===== config.mk =====
export PLATFORM = sky130hd
export DESIGN_NAME = gps_time_disp_ctrl
export DESIGN_NICKNAME = d
export VERILOG_FILES = /design/src/rtl/gps_disp_pkg.sv /design/src/rtl/sec_tick_gen.sv /design/src/rtl/gps_time_disp_ctrl.sv
export SDC_FILE = /design/constraint.sdc
export NUM_CORES = 1
export LEC_CHECK = 0
export BUFFER_PORTS_ARGS = -buffer_cell sky130_fd_sc_hd__clkbuf_2
export CAP_MARGIN = 10
export CORE_UTILIZATION = 30
export CTS_CLUSTER_SIZE = 25
export DETAILED_ROUTE_END_ITERATION = 12
export GPL_TIMING_DRIVEN = 1
export PLACE_DENSITY = 0.59
export RECOVER_POWER = 50
export SYNTH_ARGS = -nofsm -noshare
export SYNTH_HDL_FRONTEND = slang
export SYNTH_HIERARCHICAL = 1
export SYNTH_SLANG_ARGS = --single-unit

===== constraint.sdc =====
create_clock -name sys_clk -period 4 [get_ports sys_clk]
set_input_delay 0.2 -clock sys_clk [delete_from_list [all_inputs] [get_ports sys_clk]]
set_output_delay 0.2 -clock sys_clk [all_outputs]
set_load 0.1 [all_outputs]

===== src/rtl/gps_disp_pkg.sv =====
// gps_disp_pkg: shared state encoding, field limits and display constants for gps_time_disp_ctrl
package gps_disp_pkg;
    typedef enum logic [1:0] {NOFIX = 2'd0, LOCKED = 2'd1, HOLDOVER = 2'd2} state_t;
    localparam logic [5:0] SEP_POINT = 6'b010100;
    localparam int HOUR_MAX = 23;
    localparam int MIN_MAX  = 59;
    localparam int SEC_MAX  = 59;
    localparam int DATA_W   = 20;
endpackage


===== src/rtl/sec_tick_gen.sv =====
// sec_tick_gen: 1 s tick generator counting 0..CLK_FREQ-1
// Ports: clk, rst_n (async active-low), en (count enable), clr (restart at 0),
//        tick (pulse at CLK_FREQ-1 while enabled), half (first half-second).
// Macro: HOLDOVER_BLINK_EN builds the half-second compare; otherwise half is tied high.
module sec_tick_gen #(
    parameter int CLK_FREQ = 50_000_000
) (
    input  logic clk,
    input  logic rst_n,
    input  logic en,
    input  logic clr,
    output logic tick,
    output logic half
);
    localparam int W = CLK_FREQ > 1 ? $clog2(CLK_FREQ) : 1;
    logic [W-1:0] cnt;
    assign tick = en && cnt == W'(CLK_FREQ - 1);
`ifdef HOLDOVER_BLINK_EN
    assign half = cnt < W'(CLK_FREQ / 2);
`else
    assign half = 1'b1;
`endif
    always_ff @(posedge clk or negedge rst_n)
        if (!rst_n)
            cnt <= '0;
        else if (clr)
            cnt <= '0;
        else if (en)
            cnt <= tick ? '0 : cnt + 1'b1;
endmodule


===== src/rtl/gps_time_disp_ctrl.sv =====
// gps_time_disp_ctrl: GPS UTC to local-time display controller with holdover clock
// Ports: sys_clk, sys_rst_n (async active-low); gps_hour/min/sec, gps_vld, gps_fix from
//        the RMC decoder; data/point/seg_en/sign to seg_595_dynamic; sync_ok while LOCKED.
// Macro: HOLDOVER_BLINK_EN blinks the separators at 1 Hz in HOLDOVER (see sec_tick_gen).
module gps_time_disp_ctrl
    import gps_disp_pkg::*;
#(
    parameter int CLK_FREQ = 50_000_000,
    parameter int TZ_HOUR  = 8,
    parameter int HOLD_SEC = 3
) (
    input  logic              sys_clk,
    input  logic              sys_rst_n,
    input  logic [4:0]        gps_hour,
    input  logic [5:0]        gps_min,
    input  logic [5:0]        gps_sec,
    input  logic              gps_vld,
    input  logic              gps_fix,
    output logic [DATA_W-1:0] data,
    output logic [5:0]        point,
    output logic              seg_en,
    output logic              sign,
    output logic              sync_ok
);
    state_t            state, state_nxt;
    logic [4:0]        hh;
    logic [5:0]        mm, ss;
    logic [3:0]        miss;
    logic              tick, half, accept;
    logic [5:0]        hsum;
    logic [4:0]        hh_load;
    logic [DATA_W-1:0] data_nxt;
    logic [5:0]        point_nxt;
    logic              seg_en_nxt, sync_ok_nxt;

    assign accept  = gps_vld && gps_fix && gps_hour <= 5'(HOUR_MAX) &&
                     gps_min <= 6'(MIN_MAX) && gps_sec <= 6'(SEC_MAX);
    assign hsum    = {1'b0, gps_hour} + 6'(TZ_HOUR);
    assign hh_load = hsum >= 6'd24 ? 5'(hsum - 6'd24) : hsum[4:0];
    assign sign    = 1'b0;

    sec_tick_gen #(.CLK_FREQ(CLK_FREQ)) u_tick (
        .clk   (sys_clk),
        .rst_n (sys_rst_n),
        .en    (state != NOFIX),
        .clr   (accept),
        .tick  (tick),
        .half  (half)
    );

    // A load always beats a coincident tick.
    always_ff @(posedge sys_clk or negedge sys_rst_n)
        if (!sys_rst_n) begin
            hh   <= '0;
            mm   <= '0;
            ss   <= '0;
            miss <= '0;
        end else if (accept) begin
            hh   <= hh_load;
            mm   <= gps_min;
            ss   <= gps_sec;
            miss <= '0;
        end else if (tick) begin
            ss   <= ss == 6'(SEC_MAX) ? '0 : ss + 1'b1;
            mm   <= ss == 6'(SEC_MAX) ? (mm == 6'(MIN_MAX) ? '0 : mm + 1'b1) : mm;
            hh   <= (ss == 6'(SEC_MAX) && mm == 6'(MIN_MAX)) ?
                    (hh == 5'(HOUR_MAX) ? '0 : hh + 1'b1) : hh;
            miss <= miss == 4'(HOLD_SEC) ? miss : miss + 1'b1;
        end

    always_ff @(posedge sys_clk or negedge sys_rst_n)
        if (!sys_rst_n)
            state <= NOFIX;
        else
            state <= state_nxt;

    // Leave LOCKED on the tick that brings the miss count to HOLD_SEC.
    always_comb
        state_nxt = accept ? LOCKED :
                    (state == LOCKED && tick && miss == 4'(HOLD_SEC - 1)) ? HOLDOVER : state;

    always_comb begin
        data_nxt    = DATA_W'(hh) * DATA_W'(10000) + DATA_W'(mm) * DATA_W'(100) + DATA_W'(ss);
        point_nxt   = (state == NOFIX || (state == HOLDOVER && !half)) ? 6'b0 : SEP_POINT;
        seg_en_nxt  = state != NOFIX;
        sync_ok_nxt = state == LOCKED;
    end

    always_ff @(posedge sys_clk or negedge sys_rst_n)
        if (!sys_rst_n) begin
            data    <= '0;
            point   <= '0;
            seg_en  <= 1'b0;
            sync_ok <= 1'b0;
        end else begin
            data    <= data_nxt;
            point   <= point_nxt;
            seg_en  <= seg_en_nxt;
            sync_ok <= sync_ok_nxt;
        end
endmodule


==> impl_metrics.ini, run 1 <==
[clock_network]
htreeDepth = 3
root_buffer = clkbuf_16
cts_tree = yes
clock_sinks = 72
clk_path_buf_depth = 2
cts_made_buffers = 9
clk_pin_slew_ns = 0.06
clk_latency_ns = 0.35

[min_path]
hp-start = gps_sec[1]
hp-class = in -> reg
hold_end = ss[1]
hold_depth = 3

[final_layout]
postLayoutCoreUtil_pct = 37.5
nFillCells = 1746
nNetsFinal = 730
diodes = 0
areaGrowthSynthToFinish_pct = 20.2
drive_gt1_share_pct = 14.3

[yosys]
async_flop_share_pct = 100
synthCells = 555
synth_area_leader_cell = dfrtp_1
synth-edff-count = 0
synth_flop_cell = dfrtp_1
syn_area_um2 = 5240
netlist-cell-type-count = 61
yosys-top-cells-count = 76 x ha_1, 72 x dfrtp_1, 47 x nor2_1
ys_top_cells_by_area = dfrtp_1 34%, ha_1 18%, a21oi_1 4.0%, xnor2_1 4.0%, xor2_1 3.7%
synth.avg_cell_area_um2 = 9.44
synth_seq_cells = 72
netlist.area_leader.share_pct = 34.4
seq_area_frac_synth_pct = 34.4
yosysWarningCount = 6
synth.most_common_cell = ha_1

[route]
viasPerCell = 4.98
highest-signal-layer = met4
wire_per_inst_um = 13.9
ant_nets = 0
vias = 4226
drtIter0Drc = 243
wl_met3_um = 337
dr.pass1.iters = 6
wl_met2_mm = 5.97
drc = 0
wl_met1_mm = 5.25
wl_mm = 11.8

[timing]
setup_viol = 0
skew_ns = 0.00820
hold_violations = 0
fin_tns_setup_ns = 0
holdWs_ns = 0.0674
worst_slack_ns = 0.0496
maxSlewViolCount = 34
finalCritPeriodShare_pct = 98.8
fin_crit_ns = 3.95
worst_pin_slew_ns = 1.74
fmax_ghz = 0.253
slew_headroom_pct = -15.7
rsz0062_at_grt = true

[critical_path]
reg2reg_to = data[17]
crit_type = reg -> reg
critPathMaxFanout = 4
reg2reg_from = mm[2]
crit_arrival_ns = 4.22
rrSetupSlack_ns = 0.05
worstPathRequired_ns = 4.27
crit_path_end_kind = flip-flop
worstRegToRegCells = 17
startpoint_type = flip-flop

[status]
status = finished with violations
violations = max-capacitance violations, max-slew violations

[floorplan]
rows = 47
initial_core_util_pct = 31.2
io_pins = 50
coreArea_um2 = 16800
die_w_um = 134
design.die.area_um2 = 18000
die_h_um = 134

[global_route]
grt-ovfl-total = 0
grt_max_degree = 41
grt_pass1_wl_mm = 19.8
grt_util_all_layers_pct = 13.9
grt_pass1_vias = 4204
antenna_found_initial = 0

[placement]
pre_cts_ws_ns = -0.106
portBuffers = 44
hpwlAfterDp_mm = 8.98
routabilityCongestion = 0.845

[run]
cap_violations = 1
-- through the flow --
| step | instance area, µm² | std cells |
|---|---|---|
| after floorplan | 5280 | 560 |
| after global placement | 5840 | 830 |
| after detailed placement | 5840 | 830 |
| after CTS | 6230 | 848 |
| after global routing | 6300 | 849 |
| final | 6300 | 849 |
-- layer usage --
layer / global-route usage [%] / vias to the layer above
li1: - / 2099
met3: 3.40 / 20
met5: 0 / -
met1: 16.4 / 2056
met2: 24.8 / 51
met4: 3.93 / 0
-- sequential cells by signal, summed over array words and instances, names as in the netlist --
register,cells
state,2
mm,6
u_tick/cnt,26
miss,4
point,1
ss,6
seg_en,1
hh,5
sync_ok,1
data,20
-- worst max-delay path by stage --
stage | start | end | cells past startpoint
2_1_floorplan | mm[1] | data[17] | 16
3_3_place_gp | mm[1] | data[17] | 16
3_5_place_dp | mm[1] | data[17] | 16
4_1_cts | mm[2] | data[17] | 18
5_1_grt | mm[2] | data[17] | 18
6_report | mm[2] | data[17] | 17
-- logic make-up after synthesis --
| family | Yosys count | synth area share [%] |
|---|---|---|
| other cells | 2 | 0.143 |
| simple gates | 181 | 18.0 |
| compound gates | 119 | 14.1 |
| fa+ha+maj | 84 | 21.2 |
| flops | 72 | 34.4 |
| mux | 2 | 0.430 |
| xor+xnor | 46 | 7.69 |
| buf+inv | 49 | 4.11 |
-- timing repair --
item / in CTS / in global routing
setup buffers: 2 / 1
endpoints found under the setup margin: 4 / 6
hold buffers: 1 / 0
gates resized for setup: 6 / 13
cloned: 0 / 0
hold endpoints to repair: 32 / 0
pin swaps: 1 / 16
-- critical path, stage by stage (launching register included) --
cell and delay (ns):
dfrtp_1 0.42, buf_6 0.14, ha_4 0.26, ha_4 0.20
ha_4 0.22, ha_1 0.30, a21o_1 0.19, a21oi_2 0.18
xnor2_1 0.14, ha_1 0.25, ha_1 0.24, a21o_1 0.18
a31o_1 0.20, o21a_1 0.20, o21a_1 0.20, o21a_1 0.22
o2111ai_2 0.20, xnor2_1 0.14
-- layout make-up --
type,instances,area [µm²],area share [%]
flip-flops and latches,72,1800,28.6
well taps,220,275,4.37
multi-input cells,439,3420,54.3
clock inverters,5,57.6,0.914
inverters,34,128,2.03
repair buffers,69,377,5.98
clock buffers,10,239,3.79
-- cells in the final DEF (no fill, tap or decap), drive strengths merged, types with 3 or more instances in the layout --
cell,n
nor2b,4
and4,4
nand2b,3
buf,22
a21o,8
ha,76
a21oi,42
and3,7
clkinv,4
dfrtp,72
and2,5
conb,7
xor2,22
o21ai,32
nand2,40
clkbuf,56
nor3,11
inv,34
nand4,14
o21a,5
a31oi,5
o21bai,4
o2111ai,3
fa,8
nand3,25
nor4,6
nor2,49
xnor2,24
Power of run 1 is left out: the tool's default activity adds up to more than one toggle a clock period on the data nets, which glitch-free logic cannot reach.
==> run 2: changes to the inputs <==
Settings changed: REMOVE_ABC_BUFFERS set to 1.
==> impl_metrics.ini, run 2 (same netlist as run 1, synthesis figures left out) <==
[status]
status = finished with violations
violations = max-capacitance violations, max-slew violations

[floorplan]
die_w_um = 134
coreArea_um2 = 16800
io_pins = 50
design.die.area_um2 = 18000
die_h_um = 134
rows = 47
initial_core_util_pct = 31.2

[timing]
fin_crit_ns = 3.90
slew_headroom_pct = -21.4
rsz0062_at_grt = true
hold_violations = 0
maxSlewViolCount = 73
skew_ns = 0.00640
fin_tns_setup_ns = 0
setup_viol = 0
finalCritPeriodShare_pct = 97.4
worst_pin_slew_ns = 1.82
holdWs_ns = 0.0796
fmax_ghz = 0.257

[final_layout]
top_register = u_tick/cnt
final_common_cell = dfrtp_1
diodes = 0
largest_reg_flops = 26
nFillCells = 1715
reg_top3 = u_tick/cnt: 26 flops, data: 20 flops
areaGrowthSynthToFinish_pct = 22.0
drive_gt1_share_pct = 19.5
final_area_um2 = 6390
nNetsFinal = 736
final_cells = 856
final_cell_mix = 67 x dfrtp_1, 59 x ha_1, 47 x nor2_1, 40 x nand2_1, 40 x clkbuf_2

[global_route]
grt_pass1_wl_mm = 20.0
grt_max_degree = 73
grt_util_all_layers_pct = 14.0
grt_pass1_vias = 4089
antenna_found_initial = 0
grt-ovfl-total = 0

[route]
viasPerCell = 4.87
wl_mm = 11.9
ant_nets = 0
dr.pass1.iters = 4
drc = 0
drtIter0Drc = 127
wire_per_inst_um = 13.9
vias = 4169

[critical_path]
crit_arrival_ns = 4.16
startpoint_type = flip-flop
worstPathRequired_ns = 4.26
critPathMaxFanout = 4
crit_path_end_kind = flip-flop
worstRegToRegCells = 16
crit_type = reg -> reg

[clock_network]
cts_made_buffers = 9
clk_pin_slew_ns = 0.06
clock_sinks = 72
cts_tree = yes
clk_path_buf_depth = 2
htreeDepth = 3
clk_latency_ns = 0.34
root_buffer = clkbuf_16

[run]
cap_violations = 1

[placement]
portBuffers = 44
routabilityCongestion = 0.847
hpwlAfterDp_mm = 8.83
placed_area_um2 = 5890
place_inst = 839

[min_path]
hp-class = in -> reg
hold_depth = 3
-- run 2: cell count changes in the layout (fill, tap and decap cells not counted), moves of 2 or more --
cell	change
clkbuf_2	+20
dfrtp_2	+3
dfrtp_1	-3
buf_4	+10
ha_4	+3
clkbuf_1	-19
clkinv_4	-2
ha_1	-2
-- run 2: layout make-up --
type	instances	area [µm²]	share of cell area (%)
well taps	220	275	4.31
clock inverters	3	17.5	0.274
inverters	34	128	2.00
repair buffers	75	448	7.01
clock buffers	13	250	3.91
flip-flops and latches	72	1810	28.3
multi-input cells	439	3470	54.2
-- run 2: what timing repair did --
action	CTS	global route
buffers inserted	1	0
setup endpoints to repair	6	6
hold buffers	0	0
gates resized for setup	11	19
pin swaps	7	15
-- run 2: final timing paths --
path                            startpoint       end  slack (ns)
worst max register to register       mm[1]  data[17]        0.10
worst min register to register       ss[1]   data[1]        0.44
max in group asynchronous        sys_rst_n     mm[1]        2.43
worst max-delay path                 mm[1]  data[17]        0.10
worst min-delay path            gps_sec[1]     ss[1]        0.08
min in group asynchronous        sys_rst_n  data[19]        0.36
-- run 2: layer usage --
layer / up-vias / wire (µm) / track usage, %
met2: 82 / 5650 / 22.9
met5: - / 0 / 0
met4: 0 / 98 / 3.18
met1: 1971 / 5620 / 18.3
li1: 2109 / - / -
met3: 7 / 498 / 3.85
-- run 2: through the flow --
stage / worst slack [ns] / util [%]
2_1_floorplan: -0.122 / -
3_3_place_gp: -0.181 / 35.0
3_5_place_dp: -0.272 / 35.0
4_1_cts: -0.00458 / 37.3
5_1_grt: -0.0398 / 38.0
6_report: 0.104 / 38.0
-- run 2: worst max-delay path, cell delays in order (launching register included) --
cell and delay [ns]:
dfrtp_2 0.45, ha_4 0.30, ha_4 0.20, ha_4 0.22
fa_2 0.34, a21o_1 0.19, a21oi_2 0.17, xnor2_1 0.09
ha_1 0.33, ha_4 0.23, a21o_1 0.16, a31o_1 0.20
o21a_1 0.20, o21a_1 0.20, o21a_1 0.21, o2111ai_2 0.20
xnor2_1 0.13
Power of run 2 is left out for the same reason.
==> run 3: changes to the inputs <==
Settings changed: CTS_BUF_LIST set to sky130_fd_sc_hd__clkbuf_4.
==> impl_metrics.ini, run 3 (same netlist as run 1, synthesis figures left out) <==
[status]
status = finished with violations
violations = max-capacitance violations, max-slew violations

[global_route]
grt_max_degree = 73
grt_pass1_wl_mm = 19.9
grt.busiest_layer = met2
grt-ovfl-total = 0
use_met2_pct = 22.8
grt_util_all_layers_pct = 13.9
met3_usage_pct = 3.70
grt_pass1_vias = 4093
use_met1_pct = 18.2
antenna_found_initial = 1

[final_layout]
reg_top3 = u_tick/cnt: 26 flops, data: 20 flops
drive_gt1_share_pct = 19.8
final_common_cell = dfrtp_1
largest_reg_flops = 26
final_cell_mix = 70 x dfrtp_1, 59 x ha_1, 47 x nor2_1, 44 x clkbuf_2, 40 x nand2_1
final_cells = 871
top_register = u_tick/cnt
areaGrowthSynthToFinish_pct = 21.5
postLayoutCoreUtil_pct = 37.9
nNetsFinal = 750

[timing]
finalCritPeriodShare_pct = 98.4
setup_viol = 0
slew_headroom_pct = -20.9
maxSlewViolCount = 73
rsz0062_at_grt = true
worst_pin_slew_ns = 1.81
skew_ns = 0.0151
fin_tns_setup_ns = 0
hold_violations = 0
fmax_ghz = 0.254
worst_slack_ns = 0.0623
fin_crit_ns = 3.94

[clock_network]
root_buffer = clkbuf_4
clk_pin_slew_ns = 0.12
htreeDepth = 3
cts_made_buffers = 9
clk_latency_ns = 0.44
cts_tree = yes
clk_path_buf_depth = 2
clock_sinks = 72

[critical_path]
crit_chain = buf_6, inv_2, ha_4, inv_2, ha_4, ha_4, ha_4, a21o_1, a21oi_2, xnor2_1, ha_1, ha_4, a21o_1, a31o_1, o21a_1, o21a_1, o21a_1, o2111ai_2, xnor2_1
startpoint_type = flip-flop
cp_slowest_cell = dfrtp_1
path_common_cell = ha_4
crit_arrival_ns = 4.32
critPathMaxFanout = 3
crit_path_end_kind = flip-flop
worstPathRequired_ns = 4.38
crit_type = reg -> reg
crit_path_max_incr_delay_ns = 0.44

[floorplan]
rows = 47
io_pins = 50
design.die.area_um2 = 18000
coreArea_um2 = 16800
die_w_um = 134
die_h_um = 134
initial_core_util_pct = 31.2

[route]
wl_mm = 11.8
drtIter0Drc = 156
vias = 4223
ant_nets = 0
wire_per_inst_um = 13.5
drc = 0
viasPerCell = 4.85
dr.pass1.iters = 4

[placement]
hpwlAfterDp_mm = 8.83
routabilityCongestion = 0.847
pre_cts_ws_ns = -0.272
place_inst = 839
portBuffers = 44

[run]
cap_violations = 1

[min_path]
hp-class = in -> reg
run 3: critical path: cells and delay by family (launching register included):
kind | cells | cell delay [ns]
fa+ha+maj | 6 | 1.36
flops | 1 | 0.44
compound gates | 8 | 1.53
xor+xnor | 2 | 0.27
buf+inv | 3 | 0.27
run 3: final cells by class:
cell class / count / area [µm²]
inverters: 34 / 128
flip-flops and latches: 72 / 1800
well taps: 220 / 275
clock buffers: 12 / 90.1
repair buffers: 89 / 589
clock inverters: 4 / 21.3
diodes: 1 / 2.50
fillers: 1731 / 10500
multi-input cells: 439 / 3460
run 3: metal layers:
| metal | vias to the layer above | share of wire [%] |
|---|---|---|
| li1 | 2143 | - |
| met1 | 2001 | 47 |
| met2 | 73 | 48 |
| met3 | 6 | 4.3 |
| met4 | 0 | 0.71 |
| met5 | - | 0 |
run 3: metrics by stage:
| stage | cell area [µm²] | hold slack [ns] |
|---|---|---|
| after floorplan | 5170 | -0.0956 |
| after global placement | 5890 | 0.389 |
| after detailed placement | 5890 | 0.396 |
| after CTS | 6210 | 0.0100 |
| after global routing | 6370 | 0.0255 |
| final | 6370 | 0.0640 |
run 3: path summary, 6_finish.rpt:
| check | startpoint | endpoint | slack, ns | cells after the start |
|---|---|---|---|---|
| min in group asynchronous | sys_rst_n | data[13] | 0.78 | 2 |
| worst min-delay path | gps_min[2] | mm[2] | 0.06 | 3 |
| worst max register to register | mm[2] | data[17] | 0.06 | 19 |
| max in group asynchronous | sys_rst_n | mm[0] | 2.03 | 2 |
| worst min register to register | ss[1] | data[1] | 0.45 | 0 |
| worst max-delay path | mm[2] | data[17] | 0.06 | 19 |
run 3: repair_timing:
item                                    CTS  global route
buffers inserted                          2             2
gates resized for setup                  11            17
hold endpoints to repair                 81             1
pin swaps                                10            22
hold buffers                             10             1
endpoints found under the setup margin    6             5
Power of run 3 is left out for the same reason.
